### src/rtl/key_debounce_ctrl.sv
// Debounce sequencer for active-low key edge pulses: qualifies press/release with a timed FSM.
// Define KEY_LONGPRESS_EN to build the long-press / auto-repeat pulse generator.
module key_debounce_ctrl #(
  parameter logic [25:0] T_DEBOUNCE = 26'd499_999,
  parameter logic [25:0] T_LONG     = 26'd49_999_999,
  parameter logic [25:0] T_REPEAT   = 26'd4_999_999
) (
  input  logic CLK,
  input  logic RSTn,
  input  logic H2L_Sig,
  input  logic L2H_Sig,
  output logic Press_Sig,
  output logic Release_Sig,
  output logic Key_Level,
  output logic LongPress_Sig
);

  typedef enum logic [1:0] {
    IDLE,
    DB_DOWN,
    PRESSED,
    DB_UP
  } state_t;

  state_t      state, state_next;
  logic [25:0] db_cnt, db_cnt_next;
  logic        press_next, release_next, level_next;
  logic        fall_edge, rise_edge, db_done;

  // Coincident press and release pulses cancel out and count as no edge.
  assign fall_edge = H2L_Sig & ~L2H_Sig;
  assign rise_edge = L2H_Sig & ~H2L_Sig;
  assign db_done   = (db_cnt == T_DEBOUNCE);

  // NOTE: every signal assigned here gets a default first, so no path leaves it unassigned and no latch is inferred.
  always_comb begin
    state_next   = state;
    press_next   = 1'b0;
    release_next = 1'b0;
    level_next   = Key_Level;
    case (state)
      IDLE:    if (fall_edge) state_next = DB_DOWN;
      DB_DOWN: begin
        if (rise_edge) begin
          state_next = IDLE;
        end else if (db_done) begin
          state_next = PRESSED;
          press_next = 1'b1;
          level_next = 1'b1;
        end
      end
      PRESSED: if (rise_edge) state_next = DB_UP;
      DB_UP: begin
        if (fall_edge) begin
          state_next = PRESSED;
        end else if (db_done) begin
          state_next   = IDLE;
          release_next = 1'b1;
          level_next   = 1'b0;
        end
      end
      default: state_next = IDLE;
    endcase

    if (state_next != state)
      db_cnt_next = '0;
    else if (state == DB_DOWN || state == DB_UP)
      db_cnt_next = db_cnt + 26'd1;
    else
      db_cnt_next = '0;
  end

  // NOTE: sequential state uses non-blocking assignments so all registers update from pre-edge values.
  always_ff @(posedge CLK or negedge RSTn) begin
    if (!RSTn) begin
      state       <= IDLE;
      db_cnt      <= '0;
      Press_Sig   <= 1'b0;
      Release_Sig <= 1'b0;
      Key_Level   <= 1'b0;
    end else begin
      state       <= state_next;
      db_cnt      <= db_cnt_next;
      Press_Sig   <= press_next;
      Release_Sig <= release_next;
      Key_Level   <= level_next;
    end
  end

`ifdef KEY_LONGPRESS_EN
  logic [25:0] hold_cnt;
  logic        repeat_phase;
  logic        hold_hit;

  // First interval runs to T_LONG, every later one to T_REPEAT; the counter restarts at each tick.
  assign hold_hit = repeat_phase ? (hold_cnt == T_REPEAT) : (hold_cnt == T_LONG);

  always_ff @(posedge CLK or negedge RSTn) begin
    if (!RSTn) begin
      hold_cnt      <= '0;
      repeat_phase  <= 1'b0;
      LongPress_Sig <= 1'b0;
    end else begin
      LongPress_Sig <= 1'b0;
      if (press_next || !Key_Level) begin
        hold_cnt     <= '0;
        repeat_phase <= 1'b0;
      end else if (hold_hit) begin
        hold_cnt      <= '0;
        repeat_phase  <= 1'b1;
        // A tick landing on the release cycle would be a spurious repeat after the key is up.
        LongPress_Sig <= ~release_next;
      end else begin
        hold_cnt <= hold_cnt + 26'd1;
      end
    end
  end
`else
  assign LongPress_Sig = 1'b0;
`endif

endmodule

### config.mk
export PLATFORM = sky130hd
export DESIGN_NAME = key_debounce_ctrl
export DESIGN_NICKNAME = d
export VERILOG_FILES = /design/src/rtl/key_debounce_ctrl.sv
export SDC_FILE = /design/constraint.sdc
export NUM_CORES = 1
export LEC_CHECK = 0
export ABC_AREA = 1
export BUFFER_PORTS_ARGS = -buffer_cell sky130_fd_sc_hd__clkbuf_2
export CORE_MARGIN = 1.5
export CORE_UTILIZATION = 35
export DETAILED_ROUTE_END_ITERATION = 6
export PLACE_DENSITY_LB_ADDON = 0.2
export RECOVER_POWER = 100
export SLEW_MARGIN = 20
export SYNTH_ARGS = -nofsm -noshare
export SYNTH_HDL_FRONTEND = slang
export SYNTH_SLANG_ARGS = --single-unit
### constraint.sdc
create_clock -name CLK -period 3.6 [get_ports CLK]
set_input_delay 0.36 -clock CLK [delete_from_list [all_inputs] [get_ports CLK]]
set_output_delay 0.36 -clock CLK [all_outputs]
set_load 0.02 [all_outputs]
==> flow_summary.json <==
{
  "postLayoutCellArea_um2": 2030,
  "setup.worst_path.start_class": "register",
  "clock_latency_ns": 0.28,
  "synth_cell_types": 32,
  "cts_resized": 0,
  "required_ns": 3.77,
  "synthTopCellsByCount": "57 x nor2_1, 50 x nand2_1, 33 x inv_1",
  "violations": "max-capacitance violations, max-slew violations",
  "min_period_ns": 2.47,
  "grt_max_degree": 32,
  "postPlaceCellArea_um2": 1960,
  "cts_buffer_depth": 2,
  "num_rows": 26,
  "core-area_um2": 5140,
  "slowest_delay_ns": 0.53,
  "avgSynthCellArea_um2": 7.34,
  "path_common_cell": "nor2_1",
  "regArea_um2": 776,
  "drc": 0,
  "path_max_fanout": 20,
  "fin_nets": 269,
  "drt-pass1-iter-count": 4,
  "slew_headroom_pct": -11.8,
  "fp.dieH_um": 76.3,
  "clkTransAtPathRegs_ns": 0.07,
  "clock_skew_ns": 0.00820,
  "post-place-ws_ns": 1.59,
  "p_per_area_nw_per_um2": 384,
  "boundaryPins": 8,
  "p_int_uw": 547,
  "grt_overflow": 0,
  "ys_ff_latch": 31,
  "cts.sinks": 31,
  "antennaDiodeCount": 0,
  "synthArstFlopShare_pct": 100,
  "clockPowerShare_pct": 35.7,
  "seqPwrFrac_pct": 49.0,
  "cp-end-kind": "register",
  "post_drt_wl_per_cell_um": 12.5,
  "syn-instance-count": 256,
  "syn_area_um2": 1880,
  "hold_viol_final": 0,
  "fillCellCount": 569,
  "detail_route.wirelength_mm": 4.18,
  "yosys.area.top_type_share_pct": 41.3,
  "slowest_stage": "nand2_1",
  "gp_congestion": 0.861,
  "fin_setup_tns_ns": 0,
  "setup_slack_ns": 1.13,
  "drt-initial-drc-count": 112,
  "cts_tree": "built",
  "grt_pass1_vias": 1590,
  "cts_setup_buffers": 0,
  "syn-num-nets": 261,
  "layout.cells.non_filler": 334,
  "initial_utilization_pct": 36.6,
  "io_buffers": 6,
  "multi_input_area_um2": 927,
  "swShare_pct": 30.0,
  "synth_most_common_cell": "nor2_1",
  "dp_hpwl_mm": 3.12,
  "r2r_setup_slack_ns": 1.13,
  "vias": 1601,
  "fmax_mhz": 404,
  "die_area_um2": 5820,
  "antenna_found_initial": 0,
  "area_growth_pct": 8.06,
  "yosys_warnings": 0,
  "fin_hold_ws_ns": 0.459,
  "hp-class": "in -> reg",
  "pwr-share-comb_pct": 15.3,
  "ant_nets": 0,
  "path_cells": "ha_1, inv_1, nor2_1, nand3_2, nor2_1, nand2_1, nand2_1, inv_1, o31ai_1, nor2_1",
  "h-tree-depth": 2,
  "vdd_drop_max_uv": 223,
  "arrival_ns": 2.65,
  "setup_viol": 0,
  "fp.dieW_um": 76.3,
  "drt-vias-per-instance": 4.79,
  "cts_buffers": 5,
  "place_inst": 327,
  "p_leak_uw": 0.000888,
  "root_buffer": "clkbuf_8",
  "outcome": "finished, violations left",
  "seq_area_frac_synth_pct": 41.3,
  "rsz0062_at_grt": "no",
  "yosysTopAreaCell": "dfrtp_1",
  "period_share_pct": 68.7,
  "grt_pass1_wl_mm": 7.45,
  "ctsHoldBuffers": 0,
  "p_sw_uw": 234,
  "drv_cap": 1,
  "tightest_slew_ns": 1.68,
  "maxSlewViolCount": 32,
  "drive_above_1_share_pct": 8.33,
  "grt_usage_pct": 16.0,
  "synth_enable_flop_cells": 0,
  "synth_ff_type": "dfrtp_1",
  "netlist_top_cells_area": "dfrtp_1 41%, nor2_1 11%, nand2_1 10%",
  "critical_path_class": "reg -> reg"
}
path summary, 6_finish.rpt:
path,from,end,cells past startpoint
max in group asynchronous,RSTn,db_cnt[4]$_DFF_PN0_,1
max reg2reg,db_cnt[0]$_DFF_PN0_,db_cnt[17]$_DFF_PN0_,10
max,db_cnt[0]$_DFF_PN0_,db_cnt[17]$_DFF_PN0_,10
min reg2reg,db_cnt[0]$_DFF_PN0_,db_cnt[0]$_DFF_PN0_,1
min,H2L_Sig,state[1]$_DFF_PN0_,5
min in group asynchronous,RSTn,db_cnt[19]$_DFF_PN0_,1
worst max-delay path: cells and delay by family (launching register included):
kind                     cells  cell delay, ns
AO/OA/AOI/OAI                1            0.14
adder cells (fa/ha/maj)      1            0.21
buffers and inverters        2            0.41
flip-flops                   1            0.38
AND/OR/NAND/NOR              6            1.22
power groups by stage:
stage / clock [uW] / sequential (uW) / combinational (uW)
floorplan: 0 / 377 / 121
global placement: 0 / 389 / 124
detailed placement: 0 / 389 / 125
CTS: 289 / 382 / 126
global route: 301 / 384 / 139
finish: 278 / 383 / 120
stage by stage:
stage,total power (uW),util [%]
floorplan,498,-
global placement,513,38.1
detailed placement,513,38.1
CTS,797,39.8
global route,825,39.5
finish,781,39.5
cells in the final DEF, fill, tap and decap left out, drive strengths merged, types with 2 or more instances in the layout:
cell and n:
nand3 19, nand4 11, o21ai 5, nand2 56, nand3b 2, nor3 7
clkbuf 12, xor2 5, inv 34, dfrtp 31, nor2 61, a21oi 6
xnor2 4
routing by layer:
metal  share of wire, %  global-route usage [%]  up-vias
met4                2.4                    6.85        0
met5                  0                       0        -
li1                   -                       -      822
met2                 43                    24.7       29
met1                 51                    21.8      738
met3                3.7                    3.23       12
cell type report:
class | instances | area share (%)
clock inverters | 1 | 0.246
well taps | 70 | 4.31
flip-flops and latches | 31 | 38.2
repair buffers | 6 | 1.23
multi-input cells | 186 | 45.7
clock buffers | 6 | 4.07
inverters | 34 | 6.28
registers in the layout, indices dropped and copies added, names as in the netlist:
signal and count:
Press_Sig 1, state 2, Release_Sig 1, Key_Level 1
db_cnt 26
cells by family (layout without fill, tap and decap cells):
family                     Yosys count  in the layout  share of synthesized area [%]
other                                1              1                          0.200
xor gates and xnor gates             9              9                           4.19
adders and majority gates            1              1                          0.666
AOI/OAI and AO/OA                   15             15                           4.46
and+or+nand+nor                    160            160                           40.3
DFF                                 31             31                           41.3
buffers and inverters               39             47                           8.85
Power figures use the tool's default switching activity.
